[src/rtl/signed_divider_pkg.sv]
// Shared arithmetic-unit package for the MDR block.
// Provides the default operand width, the divider state encoding and the
// most-negative operand constant derived from the default width.
package mdr_pkg;

  localparam int unsigned WORD_LENGTH = 16;

  localparam logic [WORD_LENGTH-1:0] MOST_NEGATIVE = {1'b1, {(WORD_LENGTH-1){1'b0}}};

  typedef enum logic [1:0] {
    IDLE = 2'd0,
    RUN  = 2'd1,
    SIGN = 2'd2,
    DONE = 2'd3
  } state_t;

endpackage

[src/rtl/signed_divider_if.sv]
// Start/ready handshake and operand/result bus of the signed divider.
//   start, dividend, divisor           : requester -> divider
//   quotient, remainder, ready, busy,
//   div_by_zero, overflow              : divider -> requester
// master: requester side; slave: divider side.
interface signed_divider_if #(
  parameter int unsigned WORD_LENGTH = mdr_pkg::WORD_LENGTH
);

  logic                   start;
  logic [WORD_LENGTH-1:0] dividend;
  logic [WORD_LENGTH-1:0] divisor;
  logic [WORD_LENGTH-1:0] quotient;
  logic [WORD_LENGTH-1:0] remainder;
  logic                   ready;
  logic                   busy;
  logic                   div_by_zero;
  logic                   overflow;

  modport master (
    output start, dividend, divisor,
    input  quotient, remainder, ready, busy, div_by_zero, overflow
  );

  modport slave (
    input  start, dividend, divisor,
    output quotient, remainder, ready, busy, div_by_zero, overflow
  );

endinterface

[src/rtl/signed_divider_sign_magnitude_converter.sv]
// Combinational two's-complement conditional negate.
//   value_i : input value
//   neg_i   : negate when 1
//   value_o : neg_i ? -value_i : value_i, truncated to WIDTH
// With neg_i tied to value_i's MSB it yields the unsigned magnitude
// (the most-negative value maps to 2^(WIDTH-1), still representable
// as unsigned); with neg_i a latched sign it applies that sign.
module sign_magnitude_converter #(
  parameter int unsigned WIDTH = 16
) (
  input  logic [WIDTH-1:0] value_i,
  input  logic             neg_i,
  output logic [WIDTH-1:0] value_o
);

  always_comb begin
    value_o = neg_i ? ('0 - value_i) : value_i;
  end

endmodule

[src/rtl/signed_divider.sv]
// Sequential signed divider: restoring division on operand magnitudes,
// one quotient bit per clock, signs applied afterwards.
//   clk   : system clock, rising edge
//   reset : asynchronous, active-low reset
//   bus   : start/operand inputs and quotient/remainder/ready/busy/
//           div_by_zero/overflow outputs (signed_divider_if.slave)
module signed_divider
  import mdr_pkg::*;
#(
  parameter int unsigned WORD_LENGTH = mdr_pkg::WORD_LENGTH
) (
  input logic             clk,
  input logic             reset,
  signed_divider_if.slave bus
);

  localparam int unsigned W     = WORD_LENGTH;
  localparam int unsigned CNT_W = $clog2(W + 1);
  localparam logic [W-1:0] MOST_NEG  = {1'b1, {(W-1){1'b0}}};
  localparam logic [W-1:0] MINUS_ONE = '1;

  state_t state_q, state_d;

  logic [W-1:0]     mag_dvd_q, mag_dvd_d;   // dividend magnitude, shifts into quotient
  logic [W-1:0]     mag_dvs_q, mag_dvs_d;
  logic [W-1:0]     prem_q, prem_d;         // partial remainder
  logic [W-1:0]     dividend_q, dividend_d;
  logic [CNT_W-1:0] cnt_q, cnt_d;
  logic             q_neg_q, q_neg_d;
  logic             r_neg_q, r_neg_d;
  logic             zero_q, zero_d;
  logic             ovf_case_q, ovf_case_d;
  logic [W-1:0]     quotient_q, quotient_d;
  logic [W-1:0]     remainder_q, remainder_d;
  logic             dbz_q, dbz_d;
  logic             ovf_q, ovf_d;

  logic [W-1:0] abs_dvd, abs_dvs, q_signed, r_signed;
  logic [W-1:0] shifted_rem;
  logic [W:0]   trial;

  sign_magnitude_converter #(.WIDTH(W)) u_abs_dividend (
    .value_i(bus.dividend), .neg_i(bus.dividend[W-1]), .value_o(abs_dvd)
  );
  sign_magnitude_converter #(.WIDTH(W)) u_abs_divisor (
    .value_i(bus.divisor), .neg_i(bus.divisor[W-1]), .value_o(abs_dvs)
  );
  sign_magnitude_converter #(.WIDTH(W)) u_sign_quotient (
    .value_i(mag_dvd_q), .neg_i(q_neg_q), .value_o(q_signed)
  );
  sign_magnitude_converter #(.WIDTH(W)) u_sign_remainder (
    .value_i(prem_q), .neg_i(r_neg_q), .value_o(r_signed)
  );

  // State register
  always_ff @(posedge clk or negedge reset) begin
    if (!reset) state_q <= IDLE;
    else        state_q <= state_d;
  end

  // Next-state logic. Divide-by-zero also passes through SIGN, which is
  // where all results are written; this puts its ready in cycle 2.
  always_comb begin
    state_d = state_q;
    case (state_q)
      IDLE:    if (bus.start) state_d = (bus.divisor == '0) ? SIGN : RUN;
      RUN:     if (cnt_q == CNT_W'(1)) state_d = SIGN;
      SIGN:    state_d = DONE;
      DONE:    state_d = IDLE;
      default: state_d = IDLE;
    endcase
  end

  // Output decode
  always_comb begin
    bus.ready = (state_q == DONE);
    bus.busy  = (state_q == RUN) || (state_q == SIGN);
  end

  assign bus.quotient    = quotient_q;
  assign bus.remainder   = remainder_q;
  assign bus.div_by_zero = dbz_q;
  assign bus.overflow    = ovf_q;

  // Datapath. The partial remainder stays below |divisor| <= 2^(W-1), so
  // its MSB is always 0 and the shifted value fits in W bits.
  always_comb begin
    mag_dvd_d   = mag_dvd_q;
    mag_dvs_d   = mag_dvs_q;
    prem_d      = prem_q;
    dividend_d  = dividend_q;
    cnt_d       = cnt_q;
    q_neg_d     = q_neg_q;
    r_neg_d     = r_neg_q;
    zero_d      = zero_q;
    ovf_case_d  = ovf_case_q;
    quotient_d  = quotient_q;
    remainder_d = remainder_q;
    dbz_d       = dbz_q;
    ovf_d       = ovf_q;

    shifted_rem = {prem_q[W-2:0], mag_dvd_q[W-1]};
    trial       = {1'b0, shifted_rem} - {1'b0, mag_dvs_q};

    case (state_q)
      IDLE: begin
        if (bus.start) begin
          mag_dvd_d  = abs_dvd;
          mag_dvs_d  = abs_dvs;
          prem_d     = '0;
          dividend_d = bus.dividend;
          cnt_d      = CNT_W'(W);
          q_neg_d    = bus.dividend[W-1] ^ bus.divisor[W-1];
          r_neg_d    = bus.dividend[W-1];
          zero_d     = (bus.divisor == '0);
          ovf_case_d = (bus.dividend == MOST_NEG) && (bus.divisor == MINUS_ONE);
          dbz_d      = 1'b0;
          ovf_d      = 1'b0;
        end
      end
      RUN: begin
        prem_d    = trial[W] ? shifted_rem : trial[W-1:0];
        mag_dvd_d = {mag_dvd_q[W-2:0], ~trial[W]};
        cnt_d     = cnt_q - CNT_W'(1);
      end
      SIGN: begin
        if (zero_q) begin
          quotient_d  = '0;
          remainder_d = dividend_q;
          dbz_d       = 1'b1;
          ovf_d       = 1'b0;
        end else if (ovf_case_q) begin
          quotient_d  = MOST_NEG;
          remainder_d = '0;
          ovf_d       = 1'b1;
        end else begin
          quotient_d  = q_signed;
          remainder_d = r_signed;
        end
      end
      default: ;
    endcase
  end

  always_ff @(posedge clk or negedge reset) begin
    if (!reset) begin
      mag_dvd_q   <= '0;
      mag_dvs_q   <= '0;
      prem_q      <= '0;
      dividend_q  <= '0;
      cnt_q       <= '0;
      q_neg_q     <= 1'b0;
      r_neg_q     <= 1'b0;
      zero_q      <= 1'b0;
      ovf_case_q  <= 1'b0;
      quotient_q  <= '0;
      remainder_q <= '0;
      dbz_q       <= 1'b0;
      ovf_q       <= 1'b0;
    end else begin
      mag_dvd_q   <= mag_dvd_d;
      mag_dvs_q   <= mag_dvs_d;
      prem_q      <= prem_d;
      dividend_q  <= dividend_d;
      cnt_q       <= cnt_d;
      q_neg_q     <= q_neg_d;
      r_neg_q     <= r_neg_d;
      zero_q      <= zero_d;
      ovf_case_q  <= ovf_case_d;
      quotient_q  <= quotient_d;
      remainder_q <= remainder_d;
      dbz_q       <= dbz_d;
      ovf_q       <= ovf_d;
    end
  end

endmodule

[src/flat_wrapper.sv]
// flat-port wrapper written by rule: the top's interface ports become plain ports
module signed_divider_flat import mdr_pkg::*;
#(
  parameter int unsigned WORD_LENGTH = mdr_pkg::WORD_LENGTH
)
  (clk, reset, bus_start, bus_dividend, bus_divisor, bus_quotient, bus_remainder, bus_ready, bus_busy, bus_div_by_zero, bus_overflow);
  signed_divider_if #(.WORD_LENGTH(WORD_LENGTH)) bus_i ();
  input logic clk;
  input logic reset;
  input wire logic [$bits(bus_i.start)-1:0] bus_start;
  input wire logic [$bits(bus_i.dividend)-1:0] bus_dividend;
  input wire logic [$bits(bus_i.divisor)-1:0] bus_divisor;
  output wire logic [$bits(bus_i.quotient)-1:0] bus_quotient;
  output wire logic [$bits(bus_i.remainder)-1:0] bus_remainder;
  output wire logic [$bits(bus_i.ready)-1:0] bus_ready;
  output wire logic [$bits(bus_i.busy)-1:0] bus_busy;
  output wire logic [$bits(bus_i.div_by_zero)-1:0] bus_div_by_zero;
  output wire logic [$bits(bus_i.overflow)-1:0] bus_overflow;
  assign bus_i.start = bus_start;
  assign bus_i.dividend = bus_dividend;
  assign bus_i.divisor = bus_divisor;
  assign bus_quotient = bus_i.quotient;
  assign bus_remainder = bus_i.remainder;
  assign bus_ready = bus_i.ready;
  assign bus_busy = bus_i.busy;
  assign bus_div_by_zero = bus_i.div_by_zero;
  assign bus_overflow = bus_i.overflow;
  signed_divider #(.WORD_LENGTH(WORD_LENGTH)) u_core (.clk(clk), .reset(reset), .bus(bus_i));
endmodule
[config.mk]
export PLATFORM = sky130hd
export DESIGN_NAME = signed_divider_flat
export DESIGN_NICKNAME = d
export VERILOG_FILES = /design/src/rtl/signed_divider_pkg.sv /design/src/rtl/signed_divider_if.sv /design/src/rtl/signed_divider_sign_magnitude_converter.sv /design/src/rtl/signed_divider.sv /design/src/flat_wrapper.sv
export SDC_FILE = /design/constraint.sdc
export NUM_CORES = 1
export LEC_CHECK = 0
export CORE_UTILIZATION = 62
export CTS_CLUSTER_SIZE = 10
export DETAILED_ROUTE_END_ITERATION = 7
export PLACE_DENSITY = 0.95
export REMOVE_ABC_BUFFERS = 1
export SLEW_MARGIN = 25
export SYNTH_ARGS = -nofsm -noshare
export SYNTH_HDL_FRONTEND = slang
export SYNTH_SLANG_ARGS = --single-unit
[constraint.sdc]
create_clock -name clk -period 5.21 [get_ports clk]
set_clock_uncertainty 0.1 [all_clocks]
set_input_delay 1.3025 -clock clk [delete_from_list [all_inputs] [get_ports clk]]
set_output_delay 1.3025 -clock clk [all_outputs]
set_load 0.01 [all_outputs]
Word level (Yosys, flattened, before mapping)
Cells that the tools add are included. W data, S select, Z words.

Register bits: 109. Bits of input ports: 35. Output and inout port bits: 36. Logic and storage cells: 68.

Add/subtract/negate cells: 6. Eq/ne operators: 10. Multiplexer cells: 25. Bitwise gates (word level): 2. Reduce and logical (&&, ||, !) cells: 11.

Operator list (number): $mux W16 (11); $pmux W16 S2 (2); $sub A1 B16 Y16 const A (4); $eq A16 B16 Y1 const B (2); $sub A16 B16 Y17 (1); $logic_not A16 Y1 (1); $pmux W5 S2 (1); $pmux W2 S4 (1); $mux W2 (3); $reduce_and A2 Y1 (3); $reduce_and A3 Y1 (2); $eq A5 B1 Y1 const B (1); $mux W5 (1); $sub A5 B1 Y5 const B (1); $eq A2 B2 Y1 const B (2); $mux W1 (4); $ne A2 B1 Y1 const B (2); $pmux W1 S2 (2); $reduce_bool A2 Y1 (2); $ne A3 B1 Y1 const B (1); $eq A2 B1 Y1 const B (1); $logic_not A2 Y1 (1); $ne A2 B2 Y1 const B (1); $logic_and A1 B1 Y1 (1); 3 further kinds (3).

Longest topological paths before layout
Depth in word-level cells: 4. Depth in mapped cells: 10. Gate-level depth less buffers: 9.

Hierarchy
A second synthesis with hierarchy kept.

Cell total of the unflattened synthesis: 751. Area total of the unflattened synthesis: 7260.7 µm².

Modules (own cells, without submodules): signed_divider (times used 1, cells an instance 547, area an instance 5664.2 µm², seq. area each 2702.6 µm²); sign_magnitude_converter (times used 4, cells an instance 51, area an instance 399.1 µm², seq. area each 0.0 µm²).

Least setup slack after synthesis
Ideal clock, no wire load.

Kind: input to register. Start: input bus_divisor[0]. End: register u_core.mag_dvs_q[10]. Setup time: 0.133 ns. Arrival: 2.659 ns. Data required time: 4.977 ns. Setup slack: 2.318 ns. Stages on the path: 8. Buffers on the path: 0. Path through: inv_1 -> ha_1 -> nor3b_1 -> nand2_1 -> or2_2 -> o41ai_1 -> xor2_1 -> o21ai_0.

Longest elaborated chain between the ends: 2.

Ends and longest elaborated chain: start: declaration (line flat_wrapper.sv:12) `input wire logic [$bits(bus_i.divisor)-1:0] bus_divisor;`; $sub A1 B16 Y16 (line signed_divider_sign_magnitude_converter.sv:17) `value_o = neg_i ? ('0 - value_i) : value_i;`; $mux W16 (line signed_divider_sign_magnitude_converter.sv:17); end signal: assignment (line signed_divider.sv:162) `mag_dvs_q <= mag_dvs_d;`; end: declaration (line signed_divider.sv:25) `logic [W-1:0] mag_dvs_q, mag_dvs_d;`.

No other way between the ends. A chain may end at the register's enable or synchronous reset.

Worst setup path in the final report
Start: input bus_start. End: register u_core.mag_dvd_q[11].

Longest elaborated chain between the ends: 2.

Ends and longest elaborated chain: start: declaration (line flat_wrapper.sv:10) `input wire logic [$bits(bus_i.start)-1:0] bus_start;`; $ne A2 B2 Y1 (no source line); $reduce_and A2 Y1 (no source line); end signal: assignment (line signed_divider.sv:161) `mag_dvd_q <= mag_dvd_d;`; end: declaration (line signed_divider.sv:24) `logic [W-1:0] mag_dvd_q, mag_dvd_d;`.

No other way between the ends.

==> run summary <==
Pwr
- **areal power density over the cells** 666.2 mW/mm^2
- **Net Switching** 2413 uW
- **Int Power** 2809 uW
- **Combinational Power Share** 0.591
- **LEAKAGE** 0.003285 uW
- **portion of total power attributed to sequential cells** 0.306
- **Sw Share** 0.4621
- **Max rail drop VDD** 0.0003557 V
- **relative contribution of the clock network to total power** 0.103

Route
- **WL final** 18.10 mm
- **via density per instance** 6.442
- **average routed wire per standard cell** 19.03 microns
- **total vias in the final route** 6,126
- **number of violations reported at the end of detailed-routing iteration 0** 428
- **number of optimization iterations in the first detailed-route pass** 5
- **antenna-violating nets left** 0
- **DRC Markers** 0

Critical path
- **slack of the worst reg-to-reg path** 1.92 ns
- **critical path launch point** bus_start
- **required time at the worst-slack endpoint** 5.43 ns
- **critical path endpoint** u_core.mag_dvd_q[11]
- **Crit Reg-Reg Startpoint** u_core.mag_dvd_q[15]
- **Setup CP Type** input port to flop
- **element type at the critical path start** input port
- **maximum fanout along the worst path** 27
- **end of the worst register-to-register path** u_core.prem_q[0]
- **kind of end point of the critical path** flop
- **r2r worst-path depth** 10
- **worst endpoint data arrival time** 3.57 ns

Finish
- **post-route non-filler standard cell count** 951
- **number of nets in the finished design** 871
- **area added between synthesis and finish** 13.38%
- **number of filler cells placed in the layout** 794
- **utilization of the core after routing** 0.7230
- **n_diodes** 0
- **layout cell share with drive strength beyond 1** 0.07522
- **final standard cell area without fillers** 0.007838 sq mm

Clock network
- **quantity of gates resized following cts** 0
- **maximum buffer depth of the clock tree** 2
- **TritonCTS clock tree** done
- **hold-fix buffers at CTS** 0
- **cell at the root of the clock tree** sky130_fd_sc_hd__clkbuf_8
- **clock transition at the register clock pins on the worst setup and hold paths after CTS** 0.10 ns
- **post-CTS setup buffer count** 0
- **clock tree sinks** 108
- **Clk Latency, worst-skew pair** 0.40 ns
- **total number of H-tree levels** 3
- **total CTS buffers** 9

Placement
- **DP Area** 0.007631 sq mm
- **gp weighted congestion** 0.8713
- **Placed Cells** 935
- **placed wire-length estimate after detailed placement** 13.07 mm
- **number of buffer cells added on primary ports** 70

Floorplanning
- **std cell rows** 38
- **Die W** 107.6 microns
- **effective utilization at floorplan** 0.6377
- **core area** 0.01084 sq mm
- **die footprint** 0.01158 sq mm
- **IO Pins** 71
- **Die Y** 107.6 microns

Synthesis
- **proportion of register bits with asynchronous set or reset after synthesis** 1.000
- **top-area cell type share of the netlist area** 0.3910
- **count of unique library cells instantiated by Yosys** 66
- **Synth Register Bits** 108
- **dominant cell by count in the synthesized netlist** sky130_fd_sc_hd__dfrtp_1
- **Yosys warning total** 0
- **post-synthesis instance area** 0.006913 sq mm
- **top area cells in the synthesized netlist** sky130_fd_sc_hd__dfrtp_1, sky130_fd_sc_hd__ha_1, sky130_fd_sc_hd__o21ai_0, sky130_fd_sc_hd__nand2_1, sky130_fd_sc_hd__xor2_1
- **most frequent cells after synthesis** sky130_fd_sc_hd__dfrtp_1, sky130_fd_sc_hd__nand2_1, sky130_fd_sc_hd__o21ai_0
- **average instance area after synthesis** 9.025 sq um
- **synthesized instance count** 766
- **most used flip-flop cell after synthesis** sky130_fd_sc_hd__dfrtp_1
- **sequential fraction of the synthesis area** 0.3910
- **most area-hungry cell type in the Yosys netlist** sky130_fd_sc_hd__dfrtp_1
- **EDFF count, synth** 0

Status
- **result of the run** finished, final reports clean

Global routing
- **wire length of the first global-routing pass** 29.55 mm
- **global route overflow** 0
- **number of global-route vias before repair** 6,031
- **Total GRT Usage** 0.3314
- **initial antenna violation count** 0
- **maximum number of pins on one net before global-route repair** 78

Flow run
- **count of maximum capacitance violations** 0

STA
- **slew at the pin with the worst max-slew slack** 1.004 ns
- **setup repair after global routing missed its margin** false
- **Setup-failing EPs final** 0
- **max-slew violation count** 0
- **maximum clock frequency** 0.2987 GHz
- **hold violation total from the final report** 0
- **Period Utilization, post-route** 0.6426
- **minimum clock period after layout** 3.348 ns
- **Setup TNS Final** 0 ns
- **max-slew headroom at the worst pin** 0.3308

Min path
- **number of cells on the worst hold path** 2
- **worst hold-check path type** flop to flop

## cell families after synthesis
logic type | after synthesis | share of synthesized area
buf+inv | 79 | 0.04561
flops | 108 | 0.3909
xor+xnor | 63 | 0.07982
mux | 36 | 0.05629
simple gates | 232 | 0.1633
fa+ha+maj | 29 | 0.05358
compound gates | 219 | 0.2105
## metal layers
layer  global-route usage  vias to the layer above  part of all wire
li1                     -                     2827                 -
met1               0.3941                     2980              0.40
met2               0.5907                      272              0.51
met3              0.05508                       47             0.064
met4               0.1360                        0             0.028
met5                    0                        -                 0
## layout make-up
cell class,count,area [sq um],area share
multi-input combinational,579,3897,0.4973
sequential,108,2703,0.3448
timing repair buffer,75,743.2,0.09483
tap,140,175.2,0.02235
clock buffer,12,145.1,0.01852
inverter,34,127.6,0.01628
clock inverter,3,46.29,0.005907
## registers in the layout (all words and copies together) (netlist names), 2 cells and up
name,flops
u_core.cnt_q,5
u_core.bus.remainder,16
u_core.bus.quotient,16
u_core.prem_q,16
u_core.mag_dvs_q,16
u_core.mag_dvd_q,16
u_core.state_q,2
u_core.dividend_q,15
## how the worst min path moves through the flow
stage / from / endpoint / slack [ns]
after global placement: u_core.mag_dvs_q[8] / u_core.mag_dvs_q[8] / 0.36
after global routing: u_core.bus.quotient[14] / u_core.bus.quotient[14] / 0.41
after CTS: u_core.mag_dvs_q[9] / u_core.mag_dvs_q[9] / 0.40
final: u_core.mag_dvs_q[7] / u_core.mag_dvs_q[7] / 0.39
after detailed placement: u_core.bus.quotient[5] / u_core.bus.quotient[5] / 0.37
after floorplan: u_core.dividend_q[1] / u_core.dividend_q[1] / 0.34
## layout by cell type (no fill, tap or decap), types with 4 or more instances in the layout
cell	synthesis	layout
sky130_fd_sc_hd__a21oi_1	46	46
sky130_fd_sc_hd__nor2b_1	7	7
sky130_fd_sc_hd__nand2b_1	16	16
sky130_fd_sc_hd__clkbuf_8	0	10
sky130_fd_sc_hd__inv_1	33	33
sky130_fd_sc_hd__o211ai_1	7	7
sky130_fd_sc_hd__o21ai_0	65	64
sky130_fd_sc_hd__xor2_1	33	33
sky130_fd_sc_hd__mux2_2	23	23
sky130_fd_sc_hd__buf_4	1	4
sky130_fd_sc_hd__and3_1	10	10
sky130_fd_sc_hd__nand2_1	85	84
sky130_fd_sc_hd__ha_1	28	28
sky130_fd_sc_hd__or3_1	7	7
sky130_fd_sc_hd__o21ai_1	8	9
sky130_fd_sc_hd__o2bb2ai_1	16	16
sky130_fd_sc_hd__o22ai_1	16	16
sky130_fd_sc_hd__or2_2	4	4
sky130_fd_sc_hd__clkdlybuf4s50_1	0	69
sky130_fd_sc_hd__xnor2_1	30	30
sky130_fd_sc_hd__nor3_1	10	10
sky130_fd_sc_hd__nor2_1	48	48
sky130_fd_sc_hd__o31ai_1	13	13
sky130_fd_sc_hd__o41ai_1	6	6
sky130_fd_sc_hd__nor4_1	6	6
sky130_fd_sc_hd__nand3_1	10	10
sky130_fd_sc_hd__mux2i_1	13	13
sky130_fd_sc_hd__nand4_1	14	14
sky130_fd_sc_hd__a221oi_1	5	5
sky130_fd_sc_hd__o21a_1	4	4
sky130_fd_sc_hd__dfrtp_1	108	108
## through the flow
stage | hold slack (ns) | power, uW | worst slack, ns
after CTS | 0.3961 | 5165 | 1.721
final | 0.3909 | 5222 | 1.862
after global placement | 0.3634 | 4467 | 1.610
after global routing | 0.4093 | 5597 | 1.785
after detailed placement | 0.3729 | 4620 | 1.527
after floorplan | 0.3429 | 3635 | 1.616
## critical path, cell delays in order
cell,delay (ns)
sky130_fd_sc_hd__clkdlybuf4s50_1,0.73
sky130_fd_sc_hd__nand2_2,0.26
sky130_fd_sc_hd__o21a_1,0.82
sky130_fd_sc_hd__or3_1,0.20
sky130_fd_sc_hd__o21ai_0,0.08
sky130_fd_sc_hd__a21oi_1,0.18
## power groups by stage
stage | sequential, uW | clock, uW | combinational (uW)
2_1_floorplan | 1550 | 0 | 2080
3_5_place_dp | 1600 | 0 | 3020
6_report | 1600 | 538 | 3090
4_1_cts | 1580 | 533 | 3050
5_1_grt | 1640 | 570 | 3390
3_3_place_gp | 1570 | 0 | 2900
No activity file was read; power rests on OpenSTA's default activity.
